**src/rtl/param_fifo.sv**
```systemverilog
// param_fifo: synchronous FIFO with registered read data, per-edge status pulses and level flags.
module param_fifo #(
  parameter int DATA_W   = 32,
  parameter int ADDR_W   = 3,
  parameter int AF_LEVEL = (1 << ADDR_W) - 1,
  parameter int AE_LEVEL = 1
) (
  input  logic              clk,
  input  logic              reset,
  input  logic              wr_en,
  input  logic              rd_en,
  input  logic [DATA_W-1:0] din,
  output logic [DATA_W-1:0] dout,
  output logic              full,
  output logic              empty,
  output logic              almost_full,
  output logic              almost_empty,
  output logic              wr_ack,
  output logic              wr_err,
  output logic              rd_ack,
  output logic              rd_err,
  output logic [ADDR_W:0]   data_count,
  output logic [2:0]        state
);
  localparam int DEPTH = 1 << ADDR_W;
  localparam logic [ADDR_W:0] CNT_FULL = (ADDR_W + 1)'(DEPTH);
  localparam logic [ADDR_W:0] CNT_AF   = (ADDR_W + 1)'(AF_LEVEL);
  localparam logic [ADDR_W:0] CNT_AE   = (ADDR_W + 1)'(AE_LEVEL);

  if (DATA_W < 1 || ADDR_W < 1) begin : g_bad_width
    $error("param_fifo: DATA_W and ADDR_W must be at least 1");
  end
  if (AF_LEVEL < 1 || AF_LEVEL > DEPTH) begin : g_bad_af
    $error("param_fifo: AF_LEVEL must lie in 1..DEPTH");
  end
  if (AE_LEVEL < 0 || AE_LEVEL > DEPTH - 1) begin : g_bad_ae
    $error("param_fifo: AE_LEVEL must lie in 0..DEPTH-1");
  end

  typedef enum logic [2:0] {
    IDLE     = 3'b000,
    WRITE    = 3'b001,
    READ     = 3'b010,
    WR_ERROR = 3'b011,
    RD_ERROR = 3'b100,
    WR_RD    = 3'b101
  } state_t;

  logic [DATA_W-1:0] r_mem [DEPTH];
  logic [DATA_W-1:0] r_dout;
  logic [ADDR_W-1:0] r_head;
  logic [ADDR_W-1:0] r_tail;
  logic [ADDR_W:0]   r_count;
  logic              r_wr_ack;
  logic              r_wr_err;
  logic              r_rd_ack;
  logic              r_rd_err;
  state_t            r_state;
  state_t            w_next;
  logic              w_do_wr;
  logic              w_do_rd;
  logic [ADDR_W:0]   w_next_count;

  assign full         = (r_count == CNT_FULL);
  assign empty        = (r_count == '0);
  assign almost_full  = (r_count >= CNT_AF);
  assign almost_empty = (r_count <= CNT_AE);
  assign dout         = r_dout;
  assign data_count   = r_count;
  assign wr_ack       = r_wr_ack;
  assign wr_err       = r_wr_err;
  assign rd_ack       = r_rd_ack;
  assign rd_err       = r_rd_err;
  assign state        = r_state;

  // A full FIFO still accepts a write when a read frees the head slot at the same edge.
  always_comb begin
    w_do_wr      = wr_en && (!full || rd_en);
    w_do_rd      = rd_en && !empty;
    w_next_count = r_count + (ADDR_W + 1)'(w_do_wr) - (ADDR_W + 1)'(w_do_rd);
    w_next       = (wr_en && rd_en) ? (empty ? WRITE : WR_RD)
                 : wr_en            ? (full ? WR_ERROR : WRITE)
                 : rd_en            ? (empty ? RD_ERROR : READ)
                 :                    IDLE;
  end

  always_ff @(posedge clk) begin
    if (reset) begin
      r_head   <= '0;
      r_tail   <= '0;
      r_count  <= '0;
      r_dout   <= '0;
      r_wr_ack <= 1'b0;
      r_wr_err <= 1'b0;
      r_rd_ack <= 1'b0;
      r_rd_err <= 1'b0;
      r_state  <= IDLE;
    end else begin
      r_head   <= r_head + ADDR_W'(w_do_rd);
      r_tail   <= r_tail + ADDR_W'(w_do_wr);
      r_count  <= w_next_count;
      r_dout   <= w_do_rd ? r_mem[r_head] : r_dout;
      r_wr_ack <= w_do_wr;
      r_wr_err <= wr_en && !w_do_wr;
      r_rd_ack <= w_do_rd;
      r_rd_err <= rd_en && !w_do_rd;
      r_state  <= w_next;
    end
  end

  // Storage is deliberately not reset; stale words become unreachable once the pointers clear.
  always_ff @(posedge clk) begin
    if (!reset && w_do_wr) r_mem[r_tail] <= din;
  end
endmodule

```
**config.mk**
```make
export PLATFORM = sky130hd
export DESIGN_NAME = param_fifo
export DESIGN_NICKNAME = d
export VERILOG_FILES = /design/src/rtl/param_fifo.sv
export SDC_FILE = /design/constraint.sdc
export NUM_CORES = 1
export LEC_CHECK = 0
export CAP_MARGIN = 20
export CORE_ASPECT_RATIO = 0.75
export CORE_MARGIN = 1.5
export CORE_UTILIZATION = 60
export DETAILED_ROUTE_END_ITERATION = 10
export PLACE_DENSITY = 0.81
export SLEW_MARGIN = 20
export SYNTH_ARGS = -nofsm -noshare
export SYNTH_HDL_FRONTEND = slang
export SYNTH_SLANG_ARGS = --single-unit
export TNS_END_PERCENT = 50
```
**constraint.sdc**
```tcl
create_clock -name clk -period 11.6 [get_ports clk]
set_clock_uncertainty 0.05 [all_clocks]
set_input_delay 2.32 -clock clk [delete_from_list [all_inputs] [get_ports clk]]
set_output_delay 2.32 -clock clk [all_outputs]
set_load 0.1 [all_outputs]
```
==> out/results.ini <==
[die]
ios = 83
dieArea_sq_mm = 0.0203
core_sq_mm = 0.0188
num_rows = 43
die_h_microns = 124
initial_utilization_pct = 62.3
die_w_microns = 164

[power]
seqPwrFrac_pct = 39.9
switching_share_pct = 35.3
p_clk_share_pct = 29.0
p_leak_nw = 4.56
intPower_mw = 2.15
switchingPower_mw = 1.18
p_comb_share_pct = 31.1
peakVddDrop_mv = 0.139
cellPowerDensity_mw_per_mm2 = 242

[yosys]
synthesis.area_sq_mm = 0.0117
synthCells = 710
ys_async_sr_fraction_pct = 0
syn_avg_cell_area_sq_um = 16.5
synthFlopType = edfxtp_1
synth-edff-count = 256
yosysWarnings = 0
yosysSeqAreaShare_pct = 74.2
synth_cell_types = 31
synth_nets = 759
ys_ff_latch = 305

[setup_path]
cp.arrival_ns = 2.93
critPathLaunchType = flop
r2r_slack_ns = 8.43
crit_type = flop to output port
r2r-end = data_count[2]$_SDFF_PP0_
reg2reg_from = data_count[3]$_SDFF_PP0_
cp-end-kind = output port
cp_max_fo = 4
r2r_cells = 12
required_ns = 9.23

[placement]
io_buffer_count = 82
dp_hpwl_microns = 13100
gp_congestion = 0.760

[clock_network]
path_clk_slew_ns = 0.06
htreeDepth = 1
cts_resized = 0
numCtsBuffers = 28
cts_buffer_depth = 3
cts_tree = built
clock_latency_ns = 0.54
post_cts_buffers = 0
cts-root-buf = clkbuf_16
ctsHoldBuffers = 0
cts.sinks = 305

[grt]
overflow = 0
grt_use_met2_pct = 39.6
grt_pass1_vias = 6475
gr-max-usage-layer = met2
grtUsageMet1_pct = 30.9
grt_pass1_wl_microns = 35400
grt_max_degree = 59
grtUsageMet3_pct = 4.03
grt_antenna_before_repair = 0
grt_use_total_pct = 23.2

[route]
wire_per_inst_microns = 22.0
drc = 0
ant_nets = 0
firstDrtPassIters = 5
wl_microns = 23400
via_count = 6402
drt-initial-drc-count = 593
vias_per_cell = 6.02

[finish]
final_common_cell = edfxtp_1
area_growth_pct = 17.7
drive_gt1_share_pct = 9.80
antenna_cells = 0
final_cell_mix = edfxtp_1, mux2i_1, clkdlybuf4s50_1
n_fill_cell = 1074
register_area_sq_mm = 0.00867
multi_input_area_sq_mm = 0.00277
fin_nets = 843
utilization_pct = 73.3

[timing]
maxClockFrequency_mhz = 189
fin_crit_ns = 5.30
slew_viol_final = 0
slew_headroom_pct = 27.8
fin_tns_setup_ns = 0
worstMarginPinSlew_ns = 1.08
post-route-period-util_pct = 45.7
hold_violations = 0
setup_viol = 0
rsz0062_at_grt = no

[status]
status = finished, final reports clean

[min_path]
hp-class = flop to flop
min_path_cells = 2
min_delay_worst_endpoint = dout[18]$_SDFFE_PP0P_
worstHoldStart = dout[18]$_SDFFE_PP0P_

[job]
maxCapViolations = 0

[worst max path at each step]
| stage | start | endpoint |
|---|---|---|
| after floorplan | data_count[3]$_SDFF_PP0_ | full |
| after global placement | rd_en | data_count[2]$_SDFF_PP0_ |
| after detailed placement | rd_en | r_mem[2][30]$_DFFE_PP_ |
| after CTS | data_count[3]$_SDFF_PP0_ | empty |
| after global routing | data_count[3]$_SDFF_PP0_ | empty |
| final | data_count[3]$_SDFF_PP0_ | empty |
[worst max-delay path, stage by stage (launching register included)]
cell,delay (ns)
dfxtp_1,0.34
inv_1,0.14
ha_1,0.20
or3b_1,0.50
inv_1,0.09
clkdlybuf4s50_1,1.14
[state kept, by name, indices dropped and copies added, names as in the netlist]
name and flops:
r_tail 3, state 3, rd_err 1, r_mem 256, wr_err 1, r_head 3, rd_ack 1, wr_ack 1
dout 32, data_count 4
[kinds of logic after synthesis]
kind of cell    after synthesis  synth area share [%]
flops                       305                  74.2
mux                         129                  11.0
simple gates                107                  4.65
compound gates              100                  5.67
buf+inv                      51                  2.65
fa+ha+maj                    13                  1.46
xor+xnor                      5                 0.375
[power groups by stage]
stage | logic [mW] | clock network, mW | registers (mW)
after floorplan | 0.518 | 0 | 1.64
after global placement | 0.967 | 0 | 1.37
after detailed placement | 1.03 | 0 | 1.35
after CTS | 1.04 | 0.970 | 1.33
after global routing | 1.09 | 1.01 | 1.34
final | 1.04 | 0.966 | 1.33
[stage by stage]
| stage | setup slack, ns | hold WS [ns] | total power, mW | cell area (sq um) | instances |
|---|---|---|---|---|---|
| after floorplan | 5.74 | 0.483 | 2.16 | 11700 | 710 |
| after global placement | 6.66 | 0.438 | 2.34 | 12700 | 1007 |
| after CTS | 6.28 | 0.455 | 3.33 | 13700 | 1060 |
| final | 6.30 | 0.451 | 3.33 | 13800 | 1063 |
| after detailed placement | 6.57 | 0.443 | 2.38 | 12700 | 1008 |
| after global routing | 6.17 | 0.468 | 3.44 | 13800 | 1063 |
[cells in the mapped netlist (all sizes together), types with 2 or more instances]
| master | count | area, sq um |
|---|---|---|
| a21oi | 35 | 175 |
| buf | 32 | 236 |
| a22oi | 64 | 480 |
| inv | 10 | 40.0 |
| ha | 12 | 150 |
| xnor2 | 3 | 26.3 |
| nand2 | 5 | 35.0 |
| mux2i | 129 | 1290 |
| dfxtp | 49 | 981 |
| nor2b | 7 | 43.8 |
| nor3 | 34 | 195 |
| edfxtp | 256 | 7690 |
| nor2 | 50 | 195 |
| xor2 | 2 | 17.5 |
| nand2b | 5 | 31.3 |
| clkbuf | 9 | 33.8 |
[final cells by class]
cell class / instances / area share, %
flip-flops and latches: 305 / 63.0
inverters: 10 / 0.291
clock buffers: 38 / 5.96
repair buffers: 95 / 7.11
clock inverters: 14 / 1.21
well taps: 247 / 2.25
multi-input cells: 354 / 20.2
[layer usage]
metal | share of wire [%] | up-vias
met1 | 42 | 3215
met4 | 1.7 | 0
met2 | 50 | 250
met5 | 0 | -
li1 | - | 2898
met3 | 6.7 | 39
Note: power is estimated with default switching activity, not from simulation.
